### src/rtl/pio_pkg.sv
// Shared PIO definitions: ISR state encoding, shift direction constants and
// the shift-count decode used by both the ISR and the OSR.
package pio_pkg;

  typedef enum logic [0:0] {
    IDLE = 1'b0,
    WAIT = 1'b1
  } isr_state_t;

  localparam logic SHIFT_RIGHT = 1'b1;
  localparam logic SHIFT_LEFT  = 1'b0;

  // A zero shift/threshold field encodes the full register width.
  function automatic logic [31:0] decode_shift(input logic [31:0] sh, input logic [31:0] data_w);
    logic [31:0] res_s;
    if (sh == 32'd0) begin
      res_s = data_w;
    end else begin
      res_s = sh;
    end
    return res_s;
  endfunction

endpackage

### src/rtl/pio_isr_autopush_shift_merge.sv
// Combinational merge-shifter: shifts din into the register from either end.
// Module name pio_shift_merge so the OSR can instantiate the same block.
module pio_shift_merge
  import pio_pkg::*;
#(
  parameter int DATA_W = 32,
  localparam int SH_W  = $clog2(DATA_W),
  localparam int CNT_W = SH_W + 1
) (
  input  logic [DATA_W-1:0] din,
  input  logic [DATA_W-1:0] isr,
  input  logic [CNT_W-1:0]  shift_val,
  input  logic              dir,
  output logic [DATA_W-1:0] new_isr
);

  logic [CNT_W-1:0]  inv_shift_s;
  logic [DATA_W-1:0] din_low_s;
  logic [DATA_W-1:0] left_s;
  logic [DATA_W-1:0] right_s;

  // Same result as slicing the 2*DATA_W concatenation, without the unused half:
  // left keeps the low shift_val bits of din below the shifted ISR, right puts
  // them above it. A full-width shift_val yields din alone in both directions.
  always_comb begin
    inv_shift_s = CNT_W'(DATA_W) - shift_val;
    din_low_s   = (din << inv_shift_s) >> inv_shift_s;
    left_s      = (isr << shift_val) | din_low_s;
    right_s     = (isr >> shift_val) | (din << inv_shift_s);
    if (dir == SHIFT_RIGHT) begin
      new_isr = right_s;
    end else begin
      new_isr = left_s;
    end
  end

endmodule

### src/rtl/pio_isr_autopush.sv
// PIO input shift register with autopush, explicit PUSH and a valid/ready RX port.
// Optional PUSH IFFULL qualifier enabled by defining PIO_ISR_IFFULL_EN.
module pio_isr_autopush
  import pio_pkg::*;
#(
  parameter int DATA_W = 32,
  localparam int SH_W  = $clog2(DATA_W),
  localparam int CNT_W = SH_W + 1
) (
  input  logic              clk,
  input  logic              reset,
  input  logic              penable,
  input  logic [DATA_W-1:0] din,
  input  logic [SH_W-1:0]   shift,
  input  logic              dir,
  input  logic              do_set,
  input  logic [CNT_W-1:0]  set_count,
  input  logic              do_shift,
  input  logic              do_push,
  input  logic              push_block,
`ifdef PIO_ISR_IFFULL_EN
  input  logic              push_iffull,
`endif
  input  logic              autopush_en,
  input  logic [SH_W-1:0]   push_thresh,
  output logic [DATA_W-1:0] rx_data,
  output logic              rx_valid,
  input  logic              rx_ready,
  output logic              stall,
  output logic [DATA_W-1:0] dout,
  output logic [CNT_W-1:0]  shift_count
);

  isr_state_t        state_r, state_next_s;
  logic [DATA_W-1:0] isr_r, isr_next_s, merged_s, push_data_s;
  logic [CNT_W-1:0]  count_r, count_next_s, count_sat_s;
  logic [CNT_W-1:0]  shift_val_s, thr_s;
  logic [CNT_W:0]    sum_s;
  logic [DATA_W-1:0] rx_data_r;
  logic              rx_valid_r;
  logic              slot_free_s, push_s, iffull_hold_s;

  pio_shift_merge #(.DATA_W(DATA_W)) u_merge (
    .din       (din),
    .isr       (isr_r),
    .shift_val (shift_val_s),
    .dir       (dir),
    .new_isr   (merged_s)
  );

  // Decode fields, saturate the bit counter and qualify an IFFULL push.
  always_comb begin
    slot_free_s = !rx_valid_r || rx_ready;
    shift_val_s = CNT_W'(decode_shift(32'(shift), 32'(DATA_W)));
    thr_s       = CNT_W'(decode_shift(32'(push_thresh), 32'(DATA_W)));
    sum_s       = {1'b0, count_r} + {1'b0, shift_val_s};
    if (sum_s > (CNT_W + 1)'(DATA_W)) begin
      count_sat_s = CNT_W'(DATA_W);
    end else begin
      count_sat_s = sum_s[CNT_W-1:0];
    end
`ifdef PIO_ISR_IFFULL_EN
    iffull_hold_s = push_iffull && (count_r < thr_s);
`else
    iffull_hold_s = 1'b0;
`endif
  end

  // Action selection and WAIT handling; stall clears in the cycle the push lands.
  always_comb begin
    state_next_s = state_r;
    isr_next_s   = isr_r;
    count_next_s = count_r;
    push_s       = 1'b0;
    push_data_s  = isr_r;
    stall        = 1'b0;
    case (state_r)
      IDLE: begin
        if (!penable) begin
          state_next_s = IDLE;
        end else if (do_set) begin
          isr_next_s   = din;
          count_next_s = set_count;
        end else if (do_push) begin
          if (iffull_hold_s) begin
            state_next_s = IDLE;
          end else if (slot_free_s) begin
            push_s       = 1'b1;
            isr_next_s   = {DATA_W{1'b0}};
            count_next_s = {CNT_W{1'b0}};
          end else if (!push_block) begin
            isr_next_s   = {DATA_W{1'b0}};
            count_next_s = {CNT_W{1'b0}};
          end else begin
            state_next_s = WAIT;
          end
        end else if (do_shift) begin
          isr_next_s   = merged_s;
          count_next_s = count_sat_s;
          if (autopush_en && (count_sat_s >= thr_s)) begin
            if (slot_free_s) begin
              push_s       = 1'b1;
              push_data_s  = merged_s;
              isr_next_s   = {DATA_W{1'b0}};
              count_next_s = {CNT_W{1'b0}};
            end else begin
              state_next_s = WAIT;
            end
          end else begin
            state_next_s = IDLE;
          end
        end else begin
          state_next_s = IDLE;
        end
      end
      WAIT: begin
        if (penable && slot_free_s) begin
          push_s       = 1'b1;
          isr_next_s   = {DATA_W{1'b0}};
          count_next_s = {CNT_W{1'b0}};
          state_next_s = IDLE;
        end else begin
          stall = 1'b1;
        end
      end
      default: begin
        state_next_s = IDLE;
      end
    endcase
  end

  // ISR, counter and state registers.
  always_ff @(posedge clk) begin
    if (reset) begin
      state_r <= IDLE;
      isr_r   <= {DATA_W{1'b0}};
      count_r <= {CNT_W{1'b0}};
    end else begin
      state_r <= state_next_s;
      isr_r   <= isr_next_s;
      count_r <= count_next_s;
    end
  end

  // RX slot: a new push reloads it even while the old payload is being taken.
  always_ff @(posedge clk) begin
    if (reset) begin
      rx_data_r  <= {DATA_W{1'b0}};
      rx_valid_r <= 1'b0;
    end else if (push_s) begin
      rx_data_r  <= push_data_s;
      rx_valid_r <= 1'b1;
    end else if (rx_valid_r && rx_ready) begin
      rx_valid_r <= 1'b0;
    end else begin
      rx_valid_r <= rx_valid_r;
    end
  end

  assign rx_data     = rx_data_r;
  assign rx_valid    = rx_valid_r;
  assign dout        = isr_r;
  assign shift_count = count_r;

endmodule

### config.mk
export PLATFORM = sky130hd
export DESIGN_NAME = pio_isr_autopush
export DESIGN_NICKNAME = d
export VERILOG_FILES = /design/src/rtl/pio_pkg.sv /design/src/rtl/pio_isr_autopush_shift_merge.sv /design/src/rtl/pio_isr_autopush.sv
export SDC_FILE = /design/constraint.sdc
export NUM_CORES = 1
export LEC_CHECK = 0
export CAP_MARGIN = 5
export CELL_PAD_IN_SITES_DETAIL_PLACEMENT = 1
export CELL_PAD_IN_SITES_GLOBAL_PLACEMENT = 2
export CORE_MARGIN = 10
export CORE_UTILIZATION = 39
export DETAILED_ROUTE_END_ITERATION = 8
export DONT_BUFFER_PORTS = 1
export GPL_ROUTABILITY_DRIVEN = 0
export GPL_TIMING_DRIVEN = 0
export MAX_ROUTING_LAYER = met4
export PLACE_DENSITY_LB_ADDON = 0.15
export RECOVER_POWER = 100
export SLEW_MARGIN = 20
export SYNTH_ARGS = -nofsm -noshare
export SYNTH_HDL_FRONTEND = slang
export SYNTH_SLANG_ARGS = --single-unit
export TNS_END_PERCENT = 50
### constraint.sdc
create_clock -name clk -period 10.2 [get_ports clk]
set_input_delay 2.55 -clock clk [delete_from_list [all_inputs] [get_ports clk]]
set_output_delay 2.55 -clock clk [all_outputs]
set_load 0.05 [all_outputs]
-- Word level (Yosys, flattened, before mapping)
Cells that the tools add are included.
- output and inout bits: 72
- bits of input ports: 58
- bits in registers: 72
- bits in latches: 0
- logic and storage cells: 81
- memory bits (read-only): 0
- memory bits (writable): 0
- memories kept: 0
- shifts and indexed selects: 4
- reduce and logical (&&, ||, !) cells: 9
- magnitude comparators: 2
- add/subtract/negate cells: 2
- bitwise gates (word level): 3
- equality and inequality tests: 4
- multipliers: 0
- divide/modulo/power cells: 0
- muxes and demuxes: 52
- operators by type and width (cell ; number):
    32-bit 2-to-1 mux ; 17
    6-bit 2-to-1 mux ; 12
    32-bit OR ; 2
    32-bit case mux with 2 select lines ; 1
    32-bit by 6-bit << shifter with 32-bit output ; 2
    32-bit by 6-bit >> shifter with 32-bit output ; 2
    1-bit 2-to-1 mux ; 19
    6-bit case mux with 2 select lines ; 1
    5-bit logical NOT ; 2
    6-bit by 6-bit adder with 7-bit output ; 1
    7-bit by 6-bit greater-than comparator with 1-bit output (second input constant) ; 1
    6-bit >= comparator ; 1
    6-bit subtractor (first input constant) ; 1
    5-bit inequality test (second input constant) ; 1
    4-bit inequality test (second input constant) ; 1
    1-bit case mux with 2 select lines ; 2
    4-bit AND reduction ; 1
    1-bit logical AND ; 3
    2-bit by 1-bit inequality test with 1-bit output (second input constant) ; 1
    2-bit inequality test (second input constant) ; 1
    2-bit nonzero test ; 1
    1-bit logical NOT ; 1
    1-bit logical OR ; 1
    1-bit NOT ; 1

-- Longest topological paths before layout
Gate-level depths: netlist of the first run.
- depth in word-level cells: 14
- gate-level depth with buffers: 29
- mapped depth without buffers: 18

-- Modules after synthesis
From an unflattened synthesis of the first run, not the netlist that was laid out.
- cells, all modules: 1537
- area, all modules: 12480.7 µm²
- modules (own cells, without submodules) (module ; cells an instance ; instances ; area each (µm²) ; seq. area each (µm²)):
    pio_shift_merge ; 1016 ; 1 ; 8226.6 ; 0.0
    pio_isr_autopush ; 521 ; 1 ; 4254.1 ; 1441.4

-- Worst setup path before layout of the first run
No wires, ideal clock.
- path type: input to register
- start point: in shift[0]
- end point: reg rx_data_r[16] (netlist: rx_data[16])
- data arrival time: 8594 ps
- path slack: 1513 ps
- path buffers: 11
- data required time: 10108 ps
- stages: 28
- library setup time: 92 ps
- cell sequence: buf_4 > buf_6 > buf_4 > buf_6 > buf_2 > buf_2 > buf_4 > clkbuf_1 > clkbuf_1 > ha_1 > maj3_1 > maj3_1 > maj3_1 > and4b_1 > o21ai_1 > o31ai_1 > and2_1 > ha_1 > a21o_1 > a21o_1 > a21o_1 > a211o_1 > a311oi_1 > or2_2 > clkbuf_1 > clkbuf_1 > a22oi_1 > o32ai_1
- longest elaborated chain between the ends: 14
- elaborated cells on any way between the ends: 28
- classes of those cells: add/sub: 2; order compare: 2; shift: 4; mux: 16; bitwise: 2; reduce/logical: 2
- ends and longest elaborated chain (element ; line ; source):
    start, declared ; pio_isr_autopush.sv:14 ; input logic [SH_W-1:0] shift,
    5-bit logical NOT ; pio_pkg.sv:16 ; if (sh == 32'd0) begin
    6-bit 2-to-1 mux * ; pio_pkg.sv:16 ;
    6-bit subtractor ; pio_isr_autopush_shift_merge.sv:26 ; inv_shift_s = CNT_W'(DATA_W) - shift_val;
    32-bit by 6-bit << shifter with 32-bit output ; pio_isr_autopush_shift_merge.sv:27, pio_isr_autopush_shift_merge.sv:29 ;
    32-bit by 6-bit >> shifter with 32-bit output ; pio_isr_autopush_shift_merge.sv:27 ; din_low_s = (din << inv_shift_s) >> inv_shift_s;
    32-bit OR ; pio_isr_autopush_shift_merge.sv:28 ; left_s = (isr << shift_val) | din_low_s;
    32-bit 2-to-1 mux ; pio_isr_autopush_shift_merge.sv:30 ; if (dir == SHIFT_RIGHT) begin
    32-bit 2-to-1 mux ; pio_isr_autopush.sv:101 ; if (slot_free_s) begin
    32-bit 2-to-1 mux ; pio_isr_autopush.sv:100 ; if (autopush_en && (count_sat_s >= thr_s)) begin
    32-bit 2-to-1 mux ; pio_isr_autopush.sv:97 ; end else if (do_shift) begin
    32-bit 2-to-1 mux ; pio_isr_autopush.sv:84 ; end else if (do_push) begin
    32-bit 2-to-1 mux ; pio_isr_autopush.sv:81 ; end else if (do_set) begin
    32-bit 2-to-1 mux ; pio_isr_autopush.sv:79 ; if (!penable) begin
    32-bit 2-to-1 mux ; pio_isr_autopush.sv:77 ; case (state_r)
    end signal, assigned ; pio_isr_autopush.sv:148 ; rx_data_r <= {DATA_W{1'b0}};
    end signal, assigned ; pio_isr_autopush.sv:151 ; rx_data_r <= push_data_s;
    end, declared ; pio_isr_autopush.sv:39 ; logic [DATA_W-1:0] rx_data_r;
Mark *: on every way between the ends. The rest lies on a longest branch, timed or not.
A chain may end at the register's enable or synchronous reset.

-- Final worst setup path of the first run
- start point: in shift[0]
- end point: reg rx_data_r[20] (netlist: rx_data[20])
The elaborated chain is that of the path after synthesis.

==> results.md, run 1 <==
* Status: finished clean
* Max-cap violations at 0
* Share of cells above drive strength 1 at roughly an eighth
* Most common cell after layout, fill and taps aside: nor2_1
* Clk_lat worst skew at between 300 and 400 ps
* Main combinational cell family by area after synthesis: compound AO/OA/AOI/OAI gates
* GR Util met3 at 11.2%
* Compound-cell area share of the yosys netlist at about 30%
* Reg2Reg Setup Slack at between 4000 and 5000 ps
* Hold Path Class: register to register
* Clk pwr share at 20.9%
* Fin crit share at 95.4%
* Layout Cells excl Fill at ~1900
* Min-Delay Endpoint: rx_data[31]
* Layout Skew at 11.2 ps
* I/O Buffers at 0
* Mapped Area at about 11000 um2
* Grt ovf at 0
* Share of the synthesized area in the top cell type at between 15 and 20%
* Ys Warns at 0
* Via count at around 15000
* Ys async rst share at 0%
* FF+latch count, synth at 72
* Reg2reg end: rx_data[20]
* Setup tns final at 0 ps
* Sw Pwr at between 800 and 900 uW
* Crit path launch type: primary input
* Worst hold stages at 2
* Unique masters post-synth at slightly above 80
* Cell Int Power at roughly 750 uW
* CP arrival at 9980 ps
* FF-to-FF Start: shift_count[0]
* Core ar. at about 29000 um2
* Finished Core Util at a little over two fifths
* Average routed wire per standard cell at slightly below 40 um
* Vias in the first global route at around 14000
* Leading area contributor after synthesis: mux4_2
* Total power at 1.57 mW
* Post-synth net total at 1544
* Power Dens Cells at roughly 130 nW/um2
* Post-route setup slack at approximately 470 ps
* H-Tree Depth at 3
* Clock Path Buffers at 2
* Num Clock Sinks at 72
* DIE AREA at around 36000 um2
* Count of pins over their slew limit at 0
* Number of CTS-inserted buffers at 9
* Cts hold-fix bufs at 0
* Dpl cells at between 1500 and 2000
* Total Routing Usage GR at between 40 and 50%
* Met1 Use GR at between 40% and 50%
* Nets@finish at ~1600
* DIE HEIGHT at ~190 um
* CP Class: primary input to register
* First-pass DRT Iterations at 7
* Worst Reg-to-Reg Cells at 18
* Worst Path Required at 10450 ps
* Fmax at between 100 and 150 MHz
* Synth-to-Final Area Change at 6.97%
* First-pass GRT wire length at about 110000 um
* Post-DRT Antenna Nets at 0
* CTS root buffer: clkbuf_16
* Hold Path Origin: rx_data[31]
* Tmin final at 9730 ps
* Synth Area in Adders at under 10%
* Global-route met2 utilization at between 50% and 60%
* Post-Synthesis Cells at about 1500
* Max Fanout on Critical Path at 19
* Detailed-placement wirelength estimate at 57600 um
* Largest net degree at the start of global routing at 14
* Sequential power share at 25.9%
* Post-synth EDFFs at 0
* Leak at 4.21 nW
* Least-Margin Pin Slew at between 1000 and 1500 ps
* I/O pins at 130
* Simple-gate share of the synthesized area at 20.9%
* DRC Markers at 0
* Crit. End Element: register
* Cells taking the most area after synthesis: mux4_2 (16%), dfxtp_1 (13%), mux2i_1 (7.5%), nor2_1 (5.3%), nand2_1 (4.8%)
* Clock slew at reported path FFs at ~60 ps
* Initial Util at between 30% and 40%
* Maximum vdd drop at approximately 0.078 mV
* DR vias/cell at between 7 and 8
* Net Sw Frac at a little over half
* Drt total wl at between 70000 and 80000 um
* Ys flop type: dfxtp_1
* Place WS at -320 ps
* Iter 0 DRT Violations at 2548
* Final hold vios at 0
* RSZ-0062 raised after global routing: no
* Core Rows at 62
* Commonest cells after routing, fill and taps aside: nor2_1 (161), nand2_1 (144), a21oi_1 (87)
* Slew margin rel. at between 10% and 20%
* Post-synthesis xor/xnor area fraction at less than 1%
* Final setup viols at 0
* Combinational power share at between 50% and 60%
* CTS tree: done
* Chip width at around 190 um
* Multiplexer share of the synthesized area at 27.4%
* Sequential element share of the synthesized area at 12.7%
* Busiest grt layer: met2
* Initial antenna violation count at 0
* Syn avg cell area at around 7.7 um2
worst max-delay path, stage by stage:
cell	delay, ps
buf_4	170
buf_6	210
buf_4	250
buf_6	230
buf_2	430
buf_2	380
buf_4	380
clkbuf_1	330
ha_1	250
ha_1	170
a21o_1	120
maj3_1	180
maj3_1	250
and4b_1	230
o21ai_1	410
o31ai_1	200
and2_0	200
ha_1	270
a21o_1	100
a21o_1	120
a21o_1	110
a211o_1	270
and4_1	310
clkbuf_1	600
clkbuf_2	440
o211ai_1	390
a311oi_1	360
synthesized netlist by cell type (7+ instances only):
cell       instances
a21o_1             9
nand4_1           18
o32ai_1            9
mux4_2            80
inv_1             16
ha_1              11
nor2_1           161
a311oi_1          17
and3_1            30
o31ai_1           21
a22oi_1           33
mux2_2            32
or3_1              8
a211oi_1          32
clkbuf_1          83
xnor2_1            7
a31oi_1           24
a221oi_1          14
dfxtp_1           72
nand3_1           54
nor4_1            11
nand2_1          144
buf_6              8
buf_4              7
o2111ai_1         15
nor3_1            55
o21ai_1           17
mux2i_1           85
and2_1            12
o211ai_1          37
o21ai_0           71
a2111oi_0         10
o22ai_1           29
buf_2             29
a21oi_1           87
buf_1             16
per-layer routing:
layer  vias up  share of wire (%)
met3       371                 14
li1       5861                  -
met2      1390                 42
met4         0                8.3
met5         -                  0
met1      7226                 36
state kept, by name, summed over array words and instances, names as in the netlist:
register,count
rx_data,32
state_r,1
dout,32
rx_valid,1
shift_count,6
worst max path at each step:
stage,from,to,slack (ps),depth (start not counted)
4_1_cts,shift[0],rx_data[20],60,28
2_1_floorplan,shift[0],rx_data[16],1510,28
5_1_grt,shift[0],rx_data[20],140,27
6_report,shift[0],rx_data[20],470,27
3_5_place_dp,shift[0],rx_data[2],-320,29
3_3_place_gp,shift[0],rx_data[2],-170,29
area by class of cell:
class	count	area, um2
fillers	3598	16500
plain buffers	142	658
well taps	384	480
clock inverters	6	68.8
diodes	1	2.50
flip-flops and latches	72	1440
multi-input cells	1239	9200
clock buffers	10	229
inverters	21	78.8
through the flow:
| step | hold WS (ps) | area (um2) |
|---|---|---|
| final | 735 | 12200 |
| after CTS | 725 | 12100 |
| after detailed placement | 723 | 11800 |
| after global routing | 755 | 12200 |
| after floorplan | 671 | 11400 |
| after global placement | 708 | 11800 |
cells by family (layout without fill, tap and decap cells):
group / Yosys count / after routing
other: 0 / 1
buffers and inverters: 164 / 179
muxes: 205 / 205
xor gates and xnor gates: 10 / 10
AOI/OAI and AO/OA: 490 / 490
DFF: 72 / 72
and+or+nand+nor: 518 / 518
adders and majority gates: 16 / 16
power by group through the flow:
| stage | sequential, mW | clock, mW | combinational [mW] |
|---|---|---|---|
| 4_1_cts | 0.402 | 0.325 | 0.781 |
| 6_report | 0.405 | 0.327 | 0.834 |
| 3_5_place_dp | 0.408 | 0 | 0.777 |
| 2_1_floorplan | 0.382 | 0 | 0.508 |
| 5_1_grt | 0.404 | 0.336 | 0.850 |
| 3_3_place_gp | 0.407 | 0 | 0.771 |
repair_timing:
action | CTS | global route
endpoints found under the hold margin | 0 | 0
setup endpoints to repair | 1 | 40
setup buffers | 0 | 0
gates resized for setup | 1 | 3
Power figures use the tool's default switching activity.
==> inputs of run 2 (changes only) <==
Settings changed: CAP_MARGIN 5 to 20, CTS_CLUSTER_SIZE set to 12.
==> results of run 2 <==
The final DEF is identical to that of run 1; final timing and power are the same.
==> inputs of run 3 (changes only) <==
Settings changed: SLEW_MARGIN 20 to 40.
==> run 3 against run 2 <==
Net effect:
- maximum frequency grew 2.3%
- clock power is essentially flat
- global-route usage grew 0.090 points
- first-iteration DRC count grew 0.94%
- final cell count grew 0.11%
- sequential cell count is the same
- setup slack gained 220 ps
- clock skew shrank 0.58 ps
- final area grew 0.43%
- highest routed layer unchanged
==> results.md, run 3 (synthesis results as in run 1) <==
* Share of cells above drive strength 1 at between 10% and 20%
* Via count at about 15000
* Post CTS Setup Buffer Count at 0
* Total power at 1.57 mW
* Grt ovf at 0
* Max-cap violations at 0
* Synth-to-Final Area Change at 7.43%
* Hold Path Class: register to register
* Layout Skew at about 11 ps
* Status: finished clean
* Most common cell after layout, fill and taps aside: nor2_1
* Post-route setup slack at about 690 ps
* Area after DPL at 11900 um2
* Crit path max-delay family: buffers and inverters
* Iter 0 DRT Violations at 2572
* Worst hold stages at 2
* Core ar. at 28700 um2
* Most used cell along the critical path: a21o_1
* Fmax at roughly 110 MHz
* DR vias/cell at 7.85
* Fillcell total at between 3000 and 4000
* Commonest cells after routing, fill and taps aside: nor2_1 (160), nand2_1 (144), a21oi_1 (87)
* Reg2reg end: rx_data[20]
* CP endpoint: rx_data[20]
* Worst Reg-to-Reg Cells at 18
* Reg2Reg Setup Slack at approximately 4300 ps
* Critical Path Source: shift[0]
* Setup tns final at 0 ps
* Initial Util at 39.6%
* Core Rows at 62
* I/O pins at 130
* Vias in the first global route at between 10000 and 15000
* First-pass GRT wire length at ~100000 um
* Number of CTS-inserted buffers at 9
* Cts hold-fix bufs at 0
* Detailed-placement wirelength estimate at around 58000 um
* CP max stage cell: clkbuf_1
* Clk pwr share at a little over a fifth
* Clk_lat worst skew at 350 ps
* Initial antenna violation count at 2
* Nets@finish at between 1500 and 2000
* Combinational power share at roughly 53%
* Crit path launch type: primary input
* Buffers & Inverters on Critical Path at 10
* Fin crit share at a little over 90%
* Clock slew at reported path FFs at ~70 ps
* Final hold vios at 0
* H-Tree Depth at 3
* DIE HEIGHT at ~190 um
* CP arrival at approximately 9800 ps
* Worst Path Required at around 10000 ps
* Leak at 4.23 nW
* Tmin final at roughly 9500 ps
* DRC Markers at 0
* Delay of the slowest critical-path stage at around 530 ps
* First-pass DRT Iterations at 6
* Max Fanout on Critical Path at 19
* Drt total wl at around 73000 um
* Final Instance Area at between 10000 and 15000 um2
* Dpl cells at ~1900
* Sequential power share at between 20% and 30%
* Sw Pwr at roughly 820 uW
* Post-DRT Antenna Nets at 0
* Largest net degree at the start of global routing at 14
* CTS root buffer: clkbuf_16
* Place WS at -305 ps
* CTS resizes at 0
* Num Clock Sinks at just over 70
* RSZ-0062 raised after global routing: no
* Slew margin rel. at 20.5%
* Cell Int Power at between 700 and 800 uW
* Crit. End Element: register
* Average routed wire per standard cell at just under 40 um
* FF-to-FF Start: shift_count[0]
* CP Class: primary input to register
* Power Dens Cells at roughly 130 nW/um2
* CTS tree: done
* Maximum vdd drop at ~0.073 mV
* Final setup viols at 0
* Chip width at 191 um
* Total Routing Usage GR at between 40 and 50%
* I/O Buffers at 0
* DIE AREA at 36400 um2
* Clock Path Buffers at 2
* Critical Path Stages at 27
* Layout Cells excl Fill at 1877
* Net Sw Frac at between 50% and 60%
* Count of pins over their slew limit at 0
* Least-Margin Pin Slew at ~1200 ps
## run 3: cell count changes in the layout (fill, tap and decap cells not counted), sizes merged
cell,change
clkbuf,+1
diode,+1
## run 3: final cells by class
type,instances,area (um2),share of cell area [%]
antenna,2,5.00,0.0410
multi-input combinational,1239,9240,75.7
sequential,72,1440,11.8
timing repair buffer,1,5.00,0.0410
inverter,21,78.8,0.646
clock buffer,10,229,1.88
tap,384,480,3.93
clock inverter,6,68.8,0.564
buffer,142,659,5.40
## run 3: worst min-delay path by stage
stage	startpoint	to	slack, ps
after floorplan	rx_data[31]	rx_data[31]	670
final	rx_data[31]	rx_data[31]	720
after global placement	rx_data[31]	rx_data[31]	710
after global routing	rx_data[23]	rx_data[23]	760
after detailed placement	rx_data[31]	rx_data[31]	720
after CTS	dout[24]	rx_data[24]	730
## run 3: stage by stage
stage          hold slack (ps)  utilization [%]
6_report                   724             42.5
5_1_grt                    755             42.5
4_1_cts                    727             42.6
3_5_place_dp               723             41.5
3_3_place_gp               708             41.3
2_1_floorplan              671                -
## run 3: power groups by stage
stage | sequential [mW] | combinational (mW) | clock [mW]
after floorplan | 0.382 | 0.508 | 0
after global placement | 0.407 | 0.771 | 0
after detailed placement | 0.410 | 0.779 | 0
after CTS | 0.403 | 0.783 | 0.328
after global routing | 0.404 | 0.856 | 0.340
final | 0.405 | 0.837 | 0.330
## run 3: worst register-to-register path, stage by stage (launching register included)
cell,delay [ps]
dfxtp_1,500
ha_1,330
maj3_1,360
maj3_1,400
maj3_1,410
and4b_1,230
o21ai_1,400
o31ai_1,190
and2_0,190
ha_1,270
a21o_1,100
a21o_1,120
a21o_1,110
a211o_1,270
and4_1,310
clkbuf_1,530
clkbuf_2,420
o211ai_1,350
a311oi_1,350
## run 3: layer usage
metal,routed length (um),vias to the layer above,track usage [%]
met3,9800,346,11.9
met1,26600,7234,47.9
met4,5910,0,25.7
met5,0,-,-
li1,-,5853,-
met2,31000,1298,58.2
